$ cat config.mk
export PLATFORM = sky130hd
export DESIGN_NAME = hi_lo_div_ctrl
export DESIGN_NICKNAME = d
export VERILOG_FILES = /design/src/rtl/hi_lo_div_ctrl_pkg.sv /design/src/rtl/hi_lo_div_ctrl_iter_step.sv /design/src/rtl/hi_lo_div_ctrl.sv
export SDC_FILE = /design/constraint.sdc
export NUM_CORES = 1
export LEC_CHECK = 0
export CAP_MARGIN = 5
export CORE_MARGIN = 1
export CORE_UTILIZATION = 50
export CTS_BUF_LIST = sky130_fd_sc_hd__clkbuf_8
export DETAILED_ROUTE_END_ITERATION = 16
export PLACE_DENSITY = 0.73
export SLEW_MARGIN = 20
export SYNTH_ARGS = -nofsm -noshare
export SYNTH_HDL_FRONTEND = slang
export SYNTH_SLANG_ARGS = --single-unit
$ cat constraint.sdc
create_clock -name clk_i -period 16.17 [get_ports clk_i]
set_clock_uncertainty 0.1 [all_clocks]
set_input_delay 4.0425 -clock clk_i [delete_from_list [all_inputs] [get_ports clk_i]]
set_output_delay 4.0425 -clock clk_i [all_outputs]
set_load 0.02 [all_outputs]
$ cat src/rtl/hi_lo_div_ctrl_pkg.sv
// Shared definitions for the HI/LO divide controller.
// Holds the default operand width and the controller FSM state encoding.
package hi_lo_div_ctrl_pkg;

    localparam int unsigned DivWidth = 32;

    // Controller FSM states
    localparam logic [1:0] StIdle = 2'd0;
    localparam logic [1:0] StCalc = 2'd1;
    localparam logic [1:0] StDone = 2'd2;

endpackage

$ cat src/rtl/hi_lo_div_ctrl_iter_step.sv
// One step of a restoring divide. This block is purely combinational.
// It shifts {prem, quo} left by one bit and trial-subtracts the divisor.
// Ports:
//   prem_i  partial remainder (always below dvsr_i, or any value when dvsr_i == 0)
//   quo_i   dividend / quotient shift register
//   dvsr_i  divisor magnitude
//   prem_o  next partial remainder
//   quo_o   next quotient shift register; the new quotient bit enters at the LSB
module hi_lo_div_ctrl_iter_step #(
    parameter int unsigned Width = 32
) (
    input  logic [Width-1:0] prem_i,
    input  logic [Width-1:0] quo_i,
    input  logic [Width-1:0] dvsr_i,
    output logic [Width-1:0] prem_o,
    output logic [Width-1:0] quo_o
);

    logic [Width:0] shifted;
    logic [Width:0] diff;
    logic           ge;

    always_comb begin
        // The shift needs one extra bit: prem can be up to dvsr-1, so 2*prem+1 can overflow Width.
        shifted = {prem_i, quo_i[Width-1]};
        ge      = (shifted >= {1'b0, dvsr_i});
        diff    = shifted - {1'b0, dvsr_i};
        prem_o  = ge ? diff[Width-1:0] : shifted[Width-1:0];
        quo_o   = {quo_i[Width-2:0], ge};
    end

endmodule

$ cat src/rtl/hi_lo_div_ctrl.sv
// Sequencing controller for the multi-cycle DIV/DIVU unit behind HI/LO.
// It runs a Width-step restoring divide on operand magnitudes and then applies the sign fix.
// It holds quotient (LO) and remainder (HI) until EXE acknowledges them.
// Ports:
//   clk_i, rst_i          clock; asynchronous active-high reset
//   div_req_i             start request, sampled only in idle
//   div_signed_i          1 = DIV, 0 = DIVU
//   dividend_i/divisor_i  operands, sampled only on the accept cycle
//   div_ack_i             EXE consumed the result
//   div_cancel_i          flush; aborts any state, highest priority
//   div_busy_o            operation in progress or result held
//   div_ready_o           result valid
//   quotient_o            registered quotient output
//   remainder_o           registered remainder output
module hi_lo_div_ctrl
    import hi_lo_div_ctrl_pkg::*;
#(
    parameter int unsigned Width = DivWidth
) (
    input  logic             clk_i,
    input  logic             rst_i,
    input  logic             div_req_i,
    input  logic             div_signed_i,
    input  logic [Width-1:0] dividend_i,
    input  logic [Width-1:0] divisor_i,
    input  logic             div_ack_i,
    input  logic             div_cancel_i,
    output logic             div_busy_o,
    output logic             div_ready_o,
    output logic [Width-1:0] quotient_o,
    output logic [Width-1:0] remainder_o
);

    localparam int unsigned CntW = (Width > 1) ? $clog2(Width) : 1;

    logic [1:0]       state_q, state_d;
    logic [CntW-1:0]  cnt_q, cnt_d;
    logic [Width-1:0] prem_q, prem_d;
    logic [Width-1:0] quo_q, quo_d;
    logic [Width-1:0] dvsr_q, dvsr_d;
    logic             q_neg_q, q_neg_d;
    logic             r_neg_q, r_neg_d;
    logic             ready_q, ready_d;
    logic [Width-1:0] quotient_q, quotient_d;
    logic [Width-1:0] remainder_q, remainder_d;

    logic             a_neg, b_neg;
    logic [Width-1:0] a_mag, b_mag;
    logic [Width-1:0] step_prem, step_quo;

    hi_lo_div_ctrl_iter_step #(
        .Width (Width)
    ) u_step (
        .prem_i (prem_q),
        .quo_i  (quo_q),
        .dvsr_i (dvsr_q),
        .prem_o (step_prem),
        .quo_o  (step_quo)
    );

    always_comb begin
        a_neg = div_signed_i & dividend_i[Width-1];
        b_neg = div_signed_i & divisor_i[Width-1];
        a_mag = a_neg ? -dividend_i : dividend_i;
        b_mag = b_neg ? -divisor_i : divisor_i;
    end

    always_comb begin
        state_d     = state_q;
        cnt_d       = cnt_q;
        prem_d      = prem_q;
        quo_d       = quo_q;
        dvsr_d      = dvsr_q;
        q_neg_d     = q_neg_q;
        r_neg_d     = r_neg_q;
        ready_d     = ready_q;
        quotient_d  = quotient_q;
        remainder_d = remainder_q;

        if (div_cancel_i) begin
            state_d = StIdle;
            ready_d = 1'b0;
        end else begin
            case (state_q)
                StIdle: begin
                    if (div_req_i) begin
                        state_d = StCalc;
                        cnt_d   = CntW'(Width - 1);
                        prem_d  = '0;
                        quo_d   = a_mag;
                        dvsr_d  = b_mag;
                        q_neg_d = a_neg ^ b_neg;
                        r_neg_d = a_neg;
                    end
                end
                StCalc: begin
                    prem_d = step_prem;
                    quo_d  = step_quo;
                    cnt_d  = cnt_q - 1'b1;
                    if (cnt_q == '0) begin
                        state_d = StDone;
                    end
                end
                StDone: begin
                    if (!ready_q) begin
                        // The first DONE cycle registers the sign-fixed result.
                        // For divide by zero the step loop leaves prem = |dividend|.
                        // With r_neg = sign(dividend), the remainder then restores the original
                        // dividend, so only the quotient needs an override.
                        ready_d     = 1'b1;
                        quotient_d  = (dvsr_q == '0) ? '1 : (q_neg_q ? -quo_q : quo_q);
                        remainder_d = r_neg_q ? -prem_q : prem_q;
                    end else if (div_ack_i) begin
                        state_d = StIdle;
                        ready_d = 1'b0;
                    end
                end
                default: state_d = StIdle;
            endcase
        end
    end

    always_ff @(posedge clk_i or posedge rst_i) begin
        if (rst_i) begin
            state_q     <= StIdle;
            cnt_q       <= '0;
            prem_q      <= '0;
            quo_q       <= '0;
            dvsr_q      <= '0;
            q_neg_q     <= 1'b0;
            r_neg_q     <= 1'b0;
            ready_q     <= 1'b0;
            quotient_q  <= '0;
            remainder_q <= '0;
        end else begin
            state_q     <= state_d;
            cnt_q       <= cnt_d;
            prem_q      <= prem_d;
            quo_q       <= quo_d;
            dvsr_q      <= dvsr_d;
            q_neg_q     <= q_neg_d;
            r_neg_q     <= r_neg_d;
            ready_q     <= ready_d;
            quotient_q  <= quotient_d;
            remainder_q <= remainder_d;
        end
    end

    assign div_busy_o  = (state_q != StIdle);
    assign div_ready_o = ready_q;
    assign quotient_o  = quotient_q;
    assign remainder_o = remainder_q;

endmodule

# After elaboration in Yosys (flattened, before gate mapping)
# Cells that the tools add are included.
dict set report word_totals {
  output_inout_bits 66
  register_bits 170
  wordCells 61
  inputBits 70
}
dict set report op_classes {
  muxes 22
  reduce_logical 10
  addsub 6
  order_cmp 1
  eq_ne 7
  bitwise_logic 5
}
# cell count
set op_table {}
lappend op_table {{2-to-1 mux 32 bit} 8}
lappend op_table {{negation 32 bit} 4}
lappend op_table {{one-hot mux 32 bit (2 select lines)} 2}
lappend op_table {{greater-or-equal comparator 33 x 32 -> 1 bit} 1}
lappend op_table {{zero test 32 bit} 1}
lappend op_table {{subtractor 32 bit} 1}
lappend op_table {{!= test 3 bit, second input constant} 4}
lappend op_table {{2-to-1 mux 2 bit} 5}
lappend op_table {{one-hot mux 5 bit (2 select lines)} 1}
lappend op_table {{AND reduction 3 bit} 3}
lappend op_table {{one-hot mux 2 bit (3 select lines)} 1}
lappend op_table {{nonzero test 2 bit} 3}
lappend op_table {{zero test 5 bit} 1}
lappend op_table {{2-to-1 mux 5 bit} 1}
lappend op_table {{subtractor 5 x 1 -> 5 bit, second input constant} 1}
lappend op_table {{2-to-1 mux 1 bit} 4}
lappend op_table {{AND reduction 4 bit} 1}
lappend op_table {{AND 1 bit} 2}
lappend op_table {{== test 2 x 1 -> 1 bit, second input constant} 1}
lappend op_table {{== test 2 bit, second input constant} 1}
lappend op_table {{zero test 2 bit} 1}
lappend op_table {{!= test 2 bit, second input constant} 1}
lappend op_table {{inverter 1 bit} 2}
lappend op_table {{bitwise XOR 1 bit} 1}

# Logic depth before layout (Yosys ltp)
dict set report logic_depth {
  depth_word 4
  mapped_depth 13
  ltp_nobuf 12
}

# Hierarchy
# A second synthesis with hierarchy kept.
dict set report hier_totals {
  cells_unflattened 1351
  hier_area_um2 11628.7
}
# mod cells_per_inst n_inst area_each_um2
set by_module_without_submodules {}
lappend by_module_without_submodules {hi_lo_div_ctrl 996 1 9057.4}
lappend by_module_without_submodules {hi_lo_div_ctrl_iter_step 355 1 2571.2}

# Worst setup path after synthesis
# No wires, ideal clock.
dict set report synth_path {
  path_type {input-to-reg}
  from {in dividend_i[8]}
  to {reg quo_q[30]}
  setup_ns 0.133
  path_buffers 0
  arrival_time_ns 6.053
  stages 7
  path_slack_ns 9.884
  cell_sequence {or4_1 -> or3_4 -> nor4_4 -> nand3_2 -> o41ai_1 -> xor2_1 -> o21ai_0}
}
dict set report synth_via {
  elab_chain_len 4
}
# item line_no
set synth_rtl {}
lappend synth_rtl {{start: declaration} hi_lo_div_ctrl.sv:24} ;# input logic [Width-1:0] dividend_i,
lappend synth_rtl {{negation 32 bit} hi_lo_div_ctrl.sv:64} ;# a_mag = a_neg ? -dividend_i : dividend_i;
lappend synth_rtl {{2-to-1 mux 32 bit} hi_lo_div_ctrl.sv:64}
lappend synth_rtl {{2-to-1 mux 32 bit} hi_lo_div_ctrl.sv:86} ;# if (div_req_i) begin
lappend synth_rtl {{one-hot mux 32 bit (2 select lines)} hi_lo_div_ctrl.sv:84} ;# case (state_q)
lappend synth_rtl {{end signal: assignment} hi_lo_div_ctrl.sv:139} ;# quo_q <= quo_d;
lappend synth_rtl {{end: declaration} hi_lo_div_ctrl.sv:39} ;# logic [Width-1:0] quo_q, quo_d;
# No other way between the ends. The select of a mux whose other input is x is not followed.
# A chain may end at the register's enable or synchronous reset.

# Final worst setup path
dict set report layout_path {
  from {in dividend_i[8]}
  to {reg quo_q[29]}
}
# The elaborated chain is that of the path after synthesis.

==> results.md <==
| Stage | Item | Reported |
|---|---|---|
| run status | Run status | finished clean |
| placement | Instance count after placement with tap cells included | 1,681 |
| sta | Measured slew at the worst slew-check pin | 1046 ps |
| sta | Hold violation total from the final report | 0 |
| pwr | Standby leakage power | 5.464 nW |
| yosys | Number of warnings reported in the yosys synthesis log | 0 |
| placement | Post-detailed-placement cell area | 12,620 um2 |
| sta | Max-slew violation count | 0 |
| cts | CTS H-tree lvls | 4 |
| global routing | Pin count of the biggest net entering global routing | 106 |
| global routing | Global Route Usage Sum | 25.26% |
| sta | Max Fclk | 146.2 MHz |
| drt | TritonRoute pass-1 iters | 5 |
| pwr | PD cells | 93.80 nW/um2 |
| drt | Routed wl met2 | 12.18 mm |
| cts | Total CTS buffers | 17 |
| placement | Post-Place Setup Slack | 8914 ps |
| job | Max-cap violation count | 0 |
| pwr | VDD IR max | 0.05268 mV |
| cts | Clock-pin slew on the worst setup and hold paths | 90 ps |
| setup path | Kind of end point of the critical path | flop |
| die | Width of the die | 151.0 um |
| setup path | Maximum net fanout on the critical path | 4 |
| cts | Later-pin clock latency in the skew report | 470 ps |
| cts | Number of gates resized after CTS | 0 |
| sta | Max-Slew Margin vs Limit | 30.26% |
| setup path | Origin of the critical flop-to-flop path | quo_q[31] |
| cts | Sinks on Clock Net | 170 |
| global routing | Wire length of the first global-routing pass | 45.64 mm |
| sta | Worst Hold Slack | 382.3 ps |
| drt | Post-route met1 wirelength | 13.84 mm |
| cts | Maximum root-to-sink buffer count | 2 |
| global routing | Number of antenna violations at the first check in global routing | 0 |
| layout | Finished Cell Area | 13,010 um2 |
| yosys | Post-synth design cell area | 11,110 um2 |
| global routing | Remaining global-route overflow | 0 |
| yosys | Distinct cell type count of the synthesized netlist | 65 |
| drt | Avg WL per Cell | 16.39 um |
| cts | Post CTS Setup Buffer Count | 0 |
| hold path | Number of cells on the worst hold path | 2 |
| hold path | Worst hold path type | reg -> reg |
| yosys | Mapped Nets | 1,436 |
| sta | Sum of negative setup slack | 0 ps |
| sta | Worst Slack Setup Final | 9330 ps |
| die | Die Area | 22,810 um2 |
| drt | DRC violation count after routing | 0 |
| yosys | Combinational family with the most area after synthesis | compound AO/OA/AOI/OAI gates |
| drt | DRT iter0 DRCs | 740 |
| global routing | Number of global-route vias before repair | 8,821 |
| drt | Via count | 9,877 |
| layout | Nets | 1,529 |
| yosys | Multiplexer share of the synthesized area | 0.3605% |
| cts | Number of buffers inserted by hold repair at cts | 0 |
| drt | Max Used Layer | met4 |
| setup path | Number of cell instances on the worst register-to-register path | 12 |
| die | Core Region | 21,820 um2 |
| yosys | Sequential cell area fraction in the yosys report | 38.30% |
| yosys | Number of standard cells after synthesis | 1,327 |
| placement | Final weighted congestion in routability-driven placement | 0.9484 |
| drt | DR WL met3 | 1.618 mm |
| die | Die height | 151.0 um |
| setup path | CP Data Required Time | 16,380 ps |
| yosys | Synth Register Bits | 170 |
| yosys | Most instantiated flip-flop cell in the synthesis netlist | sky130_fd_sc_hd__dfrtp_1 |
| placement | I/O Buffers | 135 |
| setup path | Launching element of the worst setup path | dividend_i[8] |
| layout | Number of cells in the finished layout apart from fillers | 1,714 |
| yosys | Xor/xnor cell area share of the yosys netlist | 11.51% |
| yosys | Arithmetic-cell share of the synthesized area counting full adders, half adders and majority gates | 4.461% |
| cts | Cell at the root of the clock tree | sky130_fd_sc_hd__clkbuf_8 |
| drt | Final ANT Viol Nets | 0 |
| die | Starting utilization of the core area | 50.89% |
| layout | Share of layout cells above drive strength 1 | 4.536% |
| setup path | CP Class | in -> reg |
| yosys | Post-Synth Simple-Gate Area | 18.37% |
| sta | Post-route fraction of the period consumed by the critical path | 42.30% |
| sta | Minimum clock period | 6840 ps |
| yosys | Synthesized area per cell | 8.370 um2 |
| cts | CTS tree | done |
| setup path | Critical Path AT | 7050 ps |
| layout | Area growth from synthesis to layout | 17.16% |
| drt | Final WL | 28.10 mm |
| sta | Final setup violating endpoints | 0 |
| yosys | Number of enable-type register cells in the synthesized netlist | 0 |
| placement | DP Wirelength | 20.63 mm |
| hold path | Worst min-delay path startpoint | remainder_o[5] |
| die | Io pins | 136 |
| yosys | Post-synthesis async set-or-reset flop share | 100.0% |
| setup path | Type of element launching the critical path | primary input |
| sta | Setup repair after global routing missed its margin | no |
| yosys | Area fraction in compound gates after synthesis | 22.60% |
| die | Num rows | 54 |
| drt | Vias per inst | 5.763 |
Yosys cell counts, types with 6 or more instances:
master                     count  share of area, %
sky130_fd_sc_hd__a21oi_1     107               4.8
sky130_fd_sc_hd__o311ai_0     11              0.87
sky130_fd_sc_hd__a32oi_1      14               1.1
sky130_fd_sc_hd__o41ai_1      16               1.3
sky130_fd_sc_hd__buf_2         6              0.27
sky130_fd_sc_hd__or3_1        18               1.0
sky130_fd_sc_hd__a21o_1       13              0.88
sky130_fd_sc_hd__or4_1        10              0.68
sky130_fd_sc_hd__nor3_1       23               1.0
sky130_fd_sc_hd__xor2_1       92               7.3
sky130_fd_sc_hd__nand3_1      34               1.5
sky130_fd_sc_hd__nor2_1       99               3.3
sky130_fd_sc_hd__ha_1         38               4.3
sky130_fd_sc_hd__o211ai_1      8              0.54
sky130_fd_sc_hd__o21ai_0     154               6.9
sky130_fd_sc_hd__a31oi_1      14              0.79
sky130_fd_sc_hd__nand4_1      11              0.62
sky130_fd_sc_hd__nor4_1       18               1.0
sky130_fd_sc_hd__inv_1        54               1.8
sky130_fd_sc_hd__clkbuf_1     58               2.0
sky130_fd_sc_hd__nand2b_1     10              0.56
sky130_fd_sc_hd__a22oi_1      14              0.95
sky130_fd_sc_hd__nor2b_1      11              0.62
sky130_fd_sc_hd__o31ai_1      24               1.6
sky130_fd_sc_hd__o21ai_1       6              0.27
sky130_fd_sc_hd__dfrtp_1     170                38
sky130_fd_sc_hd__xnor2_1      54               4.3
sky130_fd_sc_hd__nand2_1     167               5.6
through the flow:
step                      power (mW)  util, %
after CTS                      1.224    59.59
after floorplan               0.7919        -
after global routing           1.297    59.61
final                          1.221    59.63
after detailed placement      0.9235    57.84
after global placement        0.9142    57.84
layout make-up:
cell class                      count  area (um2)
Antenna cell                        1       2.502
Clock buffer                       18       247.7
Clock inverter                     14       133.9
Fill cell                        1986        8811
Inverter                           54       207.7
Multi-Input combinational cell   1033        6397
Sequential cell                   170        4254
Tap cell                          280       350.3
Timing Repair Buffer              144        1419
state kept, by name (all words and copies together) (netlist names), 2 cells and up:
signal	flops
prem_q	32
remainder_o	32
cnt_q	5
dvsr_q	32
state_q	2
quotient_o	32
quo_q	32
worst paths after layout:
| check | to | slack, ps |
|---|---|---|
| setup / recovery | quo_q[29] | 9330 |
| hold / removal | remainder_o[5] | 380 |
| setup reg to reg | prem_q[24] | 12280 |
| hold reg to reg | remainder_o[5] | 380 |
| max in group asynchronous | quo_q[31] | 10490 |
| min in group asynchronous | quotient_o[27] | 4070 |
logic make-up after synthesis:
logic type,Yosys count
AND/OR/NAND/NOR,430
AO/OA/AOI/OAI,414
flip-flops,170
XOR/XNOR,146
buffers and inverters,124
adder cells (fa/ha/maj),39
multiplexers,4
worst max-delay path: stages:
cell                              delay [ps]
sky130_fd_sc_hd__clkdlybuf4s50_1         460
sky130_fd_sc_hd__or4_1                   590
sky130_fd_sc_hd__or3_4                   380
sky130_fd_sc_hd__nor4_1                  670
sky130_fd_sc_hd__nand4_1                 280
sky130_fd_sc_hd__o31ai_1                 310
sky130_fd_sc_hd__xor2_1                  200
sky130_fd_sc_hd__o21ai_0                 120
routing by layer:
metal,GRT usage [%],up-vias
met5,0,-
met4,7.350,0
met3,3.283,34
met2,36.42,282
met1,39.06,4635
li1,-,4926
cell usage in the layout (no fill, tap or decap), drive strengths merged, types with 13 or more instances in the layout:
cell type,count
a21o,13
dfrtp,170
ha,38
o21ai,161
or3,19
nand2,167
nor2,99
inv,61
a32oi,14
xnor2,54
or4,14
nor4,19
a21oi,107
o41ai,16
nor3,23
xor2,92
clkbuf,18
a22oi,14
nand3,36
o31ai,26
a31oi,14
o311ai,13
clkdlybuf4s50,135
power breakdown:
part / internal [mW] / switching (mW)
logic: 0.165 / 0.216
clock network: 0.130 / 0.173
registers: 0.478 / 0.0589
(Power assumes the default switching activity.)
==> RTL change 1, RTL diff (same settings) <==
The package constant `DivWidth` goes from 32 to 64.
--- a/src/rtl/hi_lo_div_ctrl_pkg.sv
+++ b/src/rtl/hi_lo_div_ctrl_pkg.sv
@@ -2,7 +2,7 @@
 // Holds the default operand width and the controller FSM state encoding.
 package hi_lo_div_ctrl_pkg;
 
-    localparam int unsigned DivWidth = 32;
+    localparam int unsigned DivWidth = 64;
 
     // Controller FSM states
     localparam logic [1:0] StIdle = 2'd0;
Ports: changed (resized dividend_i, divisor_i, quotient_o and remainder_o); port bits go from 136 to 264. No check against the original RTL was run, so the function may have changed too.
==> RTL change 1 against the original RTL <==
Power up 130%; wire length up 150%; count of clock-buffer cells in the layout up 54; sequential cell count up 161; clock power rose to 2.7 times the old value; synthesized area up 100%; worst hold slack worse by 5.7 ps; final cell count up 110%; design area up 110%; via count up 120%; setup slack worse by 720 ps; sequential share of layout area down 1.7 points; global-route usage up 4.6 points.
==> RTL change 1: results (changes against the original RTL) <==
| Metric | Value |
|---|---|
| Outcome | completed |
| P_leak | 11.7 nW (+110%) |
| Slowest Stage Delay on Critical Path | 630 ps (-40 ps) |
| Post-CTS setup buffers | 0 (unchanged) |
| Layout area overhead | 18.6% |
| Reg-to-Reg Start | dvsr_q[4] |
| Root Driver | clkbuf_8 |
| Synth cell count leaders | nand2_1 (356), o21ai_0 (341), dfrtp_1 (331), a21oi_1 (256), nor2_1 (248) |
| HPWL after DPL | 52.0 mm (+150%) |
| CP most frequent cell | nand3_1 |
| Area contributors post-synth | dfrtp_1 (37%), xor2_1 (7.8%), o21ai_0 (7.6%) |
| Slowest stage cell on the critical path | nor3b_1 |
| DR WL/cell | 19.4 µm (+18%) |
| Maximum vdd drop | 0.0658 mV (+25%) |
| Final hold violations | 0 (unchanged) |
| Vias in the first global route | 19917 (+130%) |
| DR vias | 21357 (+120%) |
| Hold Path Stages | 2 (unchanged) |
| First-pass GRT wire length | 111 mm (+140%) |
| YS warnings | 0 (unchanged) |
| Clk pin slew, worst setup/hold paths | 60 ps (-30 ps) |
| Port Buffer Count | 263 (+95%) |
| GP Congestion | 0.926 (-2.4%) |
| Total GRT Usage | 0.298 (+0.0459) |
| Primary FF master, synth | dfrtp_1 |
| Clk_lat worst skew | 670 ps (+200 ps) |
| Post-synth ARST share | 1.00 (unchanged) |
| DR pass1 iterations | 6 (+1) |
| Largest net degree at the start of global routing | 136 (+28%) |
| Cts repair resizes | 0 (unchanged) |
| Initial antenna violation count | 5 (+5) |
| H-tree depth | 2 (-2) |
| Switching portion of total power | 0.368 (+0.00104) |
| Violation count after the first detailed-routing iteration | 1928 (+160%) |
| Syn_nets | 2986 (+110%) |
| Post-synth cell types | 74 (+14%) |
| Clock Path Buffers | 3 (+1) |
| Filler instances | 3999 (+100%) |
| Nets | 3160 (+110%) |
| CP arrival | 7960 ps (+910 ps) |
| Worst Hold End | remainder_o[27] |
| Fraction of layout instances using a drive strength above 1 | 0.0553 (+0.00994) |
| Reg2reg setup slack | 11470 ps (-810 ps) |
| Sequential cell area fraction in the yosys report | 0.367 (-0.0156) |
| Reg2reg end | prem_q[62] |
| CP Max Fanout | 6 (+2) |
| Worst R2R Path Depth | 13 (+1) |
| Worst Hold Class | flop to flop |
| Hold_sp | remainder_o[27] |
| Worst-margin pin slew | 1150 ps (+99.8 ps) |
| TritonCTS buffer count | 58 (+41) |
-- RTL change 1: changes by cell type after synthesis, moves of 42 or more --
cell,unedited run,this run
a21oi_1,107,256
clkbuf_1,58,158
dfrtp_1,170,331
inv_1,54,105
mux2i_1,4,46
nand2_1,167,356
nor2_1,99,248
o21ai_0,154,341
xnor2_1,54,97
xor2_1,92,202
-- RTL change 1: power groups by stage --
stage | clock [mW] | combinational, mW | sequential [mW]
CTS | 0.837 | 0.847 | 1.08
global route | 0.870 | 0.940 | 1.10
global placement | 0 | 0.829 | 1.09
floorplan | 0 | 0.526 | 1.10
finish | 0.821 | 0.851 | 1.09
detailed placement | 0 | 0.843 | 1.10
-- RTL change 1: area by class of cell --
cell class              instances  area (µm²)  area share
diodes                          6        15.0    0.000561
clock buffers                  72         991      0.0371
clock inverters                35         239     0.00894
inverters                     105         402      0.0150
multi-input cells            2177       13300       0.497
flip-flops and latches        331        8280       0.310
well taps                     592         741      0.0277
repair buffers                282        2780       0.104
-- RTL change 1: worst max-delay path, delay by kind of cell --
kind | cells | cell delay [ps]
buffers and inverters | 1 | 460
and+or+nand+nor | 7 | 2760
AOI/OAI and AO/OA | 2 | 520
xor gates and xnor gates | 1 | 180
-- RTL change 1: how the worst max path moves through the flow --
stage / startpoint / endpoint
4_1_cts: divisor_i[2] / dvsr_q[61]
3_5_place_dp: divisor_i[2] / dvsr_q[61]
3_3_place_gp: divisor_i[8] / dvsr_q[60]
5_1_grt: divisor_i[2] / dvsr_q[61]
6_report: divisor_i[2] / dvsr_q[61]
2_1_floorplan: rst_i / cnt_q[0]
-- RTL change 1: per-layer routing --
metal  share of wire  vias to the layer above  GRT usage
met5               0                        -          0
met4           0.020                        0     0.0883
met3           0.076                      101     0.0508
met2            0.43                      819      0.436
met1            0.48                    10239      0.450
li1                -                    10198          -
-- RTL change 1: kinds of logic (layout without fill, tap and decap cells) --
kind of cell / Yosys count / in the layout / share of synthesized area
other: 0 / 6 / 0
adders and majority gates: 71 / 71 / 0.0397
and+or+nand+nor: 911 / 911 / 0.188
buffers and inverters: 273 / 494 / 0.0457
xor gates and xnor gates: 299 / 299 / 0.116
DFF: 331 / 331 / 0.367
muxes: 50 / 50 / 0.0224
AOI/OAI and AO/OA: 846 / 846 / 0.221
-- RTL change 1: stage by stage --
| step | utilization | hold slack [ps] | setup slack (ps) | cell area [µm²] | cells |
|---|---|---|---|---|---|
| after floorplan | - | 372 | 2860 | 22500 | 2781 |
| after global placement | 0.575 | 362 | 8160 | 25500 | 3487 |
| after detailed placement | 0.575 | 370 | 7960 | 25500 | 3487 |
| after CTS | 0.603 | 385 | 8680 | 26700 | 3594 |
| after global routing | 0.603 | 400 | 8250 | 26700 | 3599 |
| final | 0.603 | 377 | 8610 | 26700 | 3600 |
==> RTL change 2, RTL diff (config.mk and constraints unchanged) <==
Made on the original files. Reset style: synchronous (`rst_i`), changed in one clocked block. Comments in the files are not updated.
--- a/src/rtl/hi_lo_div_ctrl.sv
+++ b/src/rtl/hi_lo_div_ctrl.sv
@@ -120,7 +120,7 @@
         end
     end
 
-    always_ff @(posedge clk_i or posedge rst_i) begin
+    always_ff @(posedge clk_i) begin
         if (rst_i) begin
             state_q     <= StIdle;
             cnt_q       <= '0;
Check against the original RTL: differs if rst_i is asserted again (counterexample within 4 cycles, from zero or initial values and one cycle with rst_i high); with rst_i held inactive, the same outputs for 10 cycles.
==> RTL change 2 against the original RTL <==
Setup slack worse by 20 ps; sequential cell count unchanged; register-to-register slack better by 240 ps; wire length up 0.37%; power down 21%; sequential share of layout area down 5.8 points; synthesized area down 3.0%; core utilization up 0.43 points; highest routed layer unchanged; design area down 2.7%; clock power down 2%; critical path depth up 1; synthesized cell count up 5.4%; via count up 3.5%.
==> RTL change 2: results (changes against the original RTL) <==
| Metric | Value |
|---|---|
| First-pass GRT wire length | 46.2 mm (+1.2%) |
| Layout buffering overhead excluding clock cells | 0.113 (+0.00379) |
| Outcome | completed |
| Worst R2R Path Depth | 10 (-2) |
| Synth cell count leaders | nor2_1 (189), dfxtp_1 (170), nand2_1 (114), a211oi_1 (107), a21oi_1 (105) |
| CP arrival | 7080 ps (+30 ps) |
| Worst-margin pin slew | 1090 ps (+45.3 ps) |
| Vias per cell | 5.79 (+0.48%) |
| Sequential cell area fraction in the yosys report | 0.316 (-0.0672) |
| Syn_nets | 1507 (+4.9%) |
| Worst Hold End | remainder_o[26] |
| Slowest Stage Delay on Critical Path | 740 ps (+70 ps) |
| Largest net degree at the start of global routing | 101 (-4.7%) |
| Number of non-clock inverters | 57 (+5.6%) |
| Met3 routed WL | 1.90 mm (+17%) |
| Total GRT Usage | 0.259 (+0.00650) |
| Number of clock buffers in the layout | 20 (+2) |
| HPWL after DPL | 21.2 mm (+2.7%) |
| Post-synth ARST share | 0 (-1.00) |
| ANT cells | 0 (-1) |
| Reg-to-Reg Start | prem_q[5] |
| Clk tree area frac | 0.0308 (+0.00150) |
| Switching portion of total power | 0.315 (-0.0526) |
| Met2 Wirelength | 11.3 mm (-7.1%) |
| P_leak | 4.79 nW (-12%) |
| Hold Slack | 356 ps (-26.5 ps) |
| Maximum vdd drop | 0.0474 mV (-10%) |
| Final wirelength | 28.2 mm (+0.37%) |
[RTL change 2: changes by cell type after synthesis, moves of 21 or more]
| cell | before | now |
|---|---|---|
| nand2_1 | 167 | 114 |
| clkbuf_1 | 58 | 79 |
| nor2_1 | 99 | 189 |
| dfrtp_1 | 170 | 0 |
| a211oi_1 | 5 | 107 |
| dfxtp_1 | 0 | 170 |
| o21ai_0 | 154 | 91 |
[RTL change 2: how the worst max path moves through the flow]
stage	slack (ps)	end	depth (start not counted)	from
after floorplan	9600	quo_q[30]	8	dividend_i[20]
after global placement	8950	quo_q[19]	9	dividend_i[8]
after detailed placement	8890	quo_q[19]	9	dividend_i[8]
after CTS	9360	quo_q[19]	9	dividend_i[8]
after global routing	9160	quo_q[25]	9	dividend_i[6]
final	9310	quo_q[19]	9	dividend_i[8]
[RTL change 2: cells by family (layout without fill, tap and decap cells)]
| logic type | after synthesis | after routing | synth area share |
|---|---|---|---|
| buffers and inverters | 140 | 233 | 0.0491 |
| adders and majority gates | 39 | 39 | 0.0460 |
| muxes | 24 | 24 | 0.0223 |
| AOI/OAI and AO/OA | 419 | 419 | 0.252 |
| xor gates and xnor gates | 142 | 142 | 0.115 |
| DFF | 170 | 170 | 0.316 |
| and+or+nand+nor | 464 | 464 | 0.199 |
[RTL change 2: metrics by stage]
| step | cell area [µm²] | utilization |
|---|---|---|
| 6_report | 12700 | 0.601 |
| 5_1_grt | 12700 | 0.601 |
| 4_1_cts | 12600 | 0.600 |
| 3_5_place_dp | 12300 | 0.581 |
| 3_3_place_gp | 12300 | 0.581 |
| 2_1_floorplan | 10800 | - |
[RTL change 2: layer usage]
metal / up-vias / global-route usage
met5: - / 0
met1: 4649 / 0.408
met3: 22 / 0.0407
met4: 0 / 0.0622
li1: 5226 / -
met2: 328 / 0.360
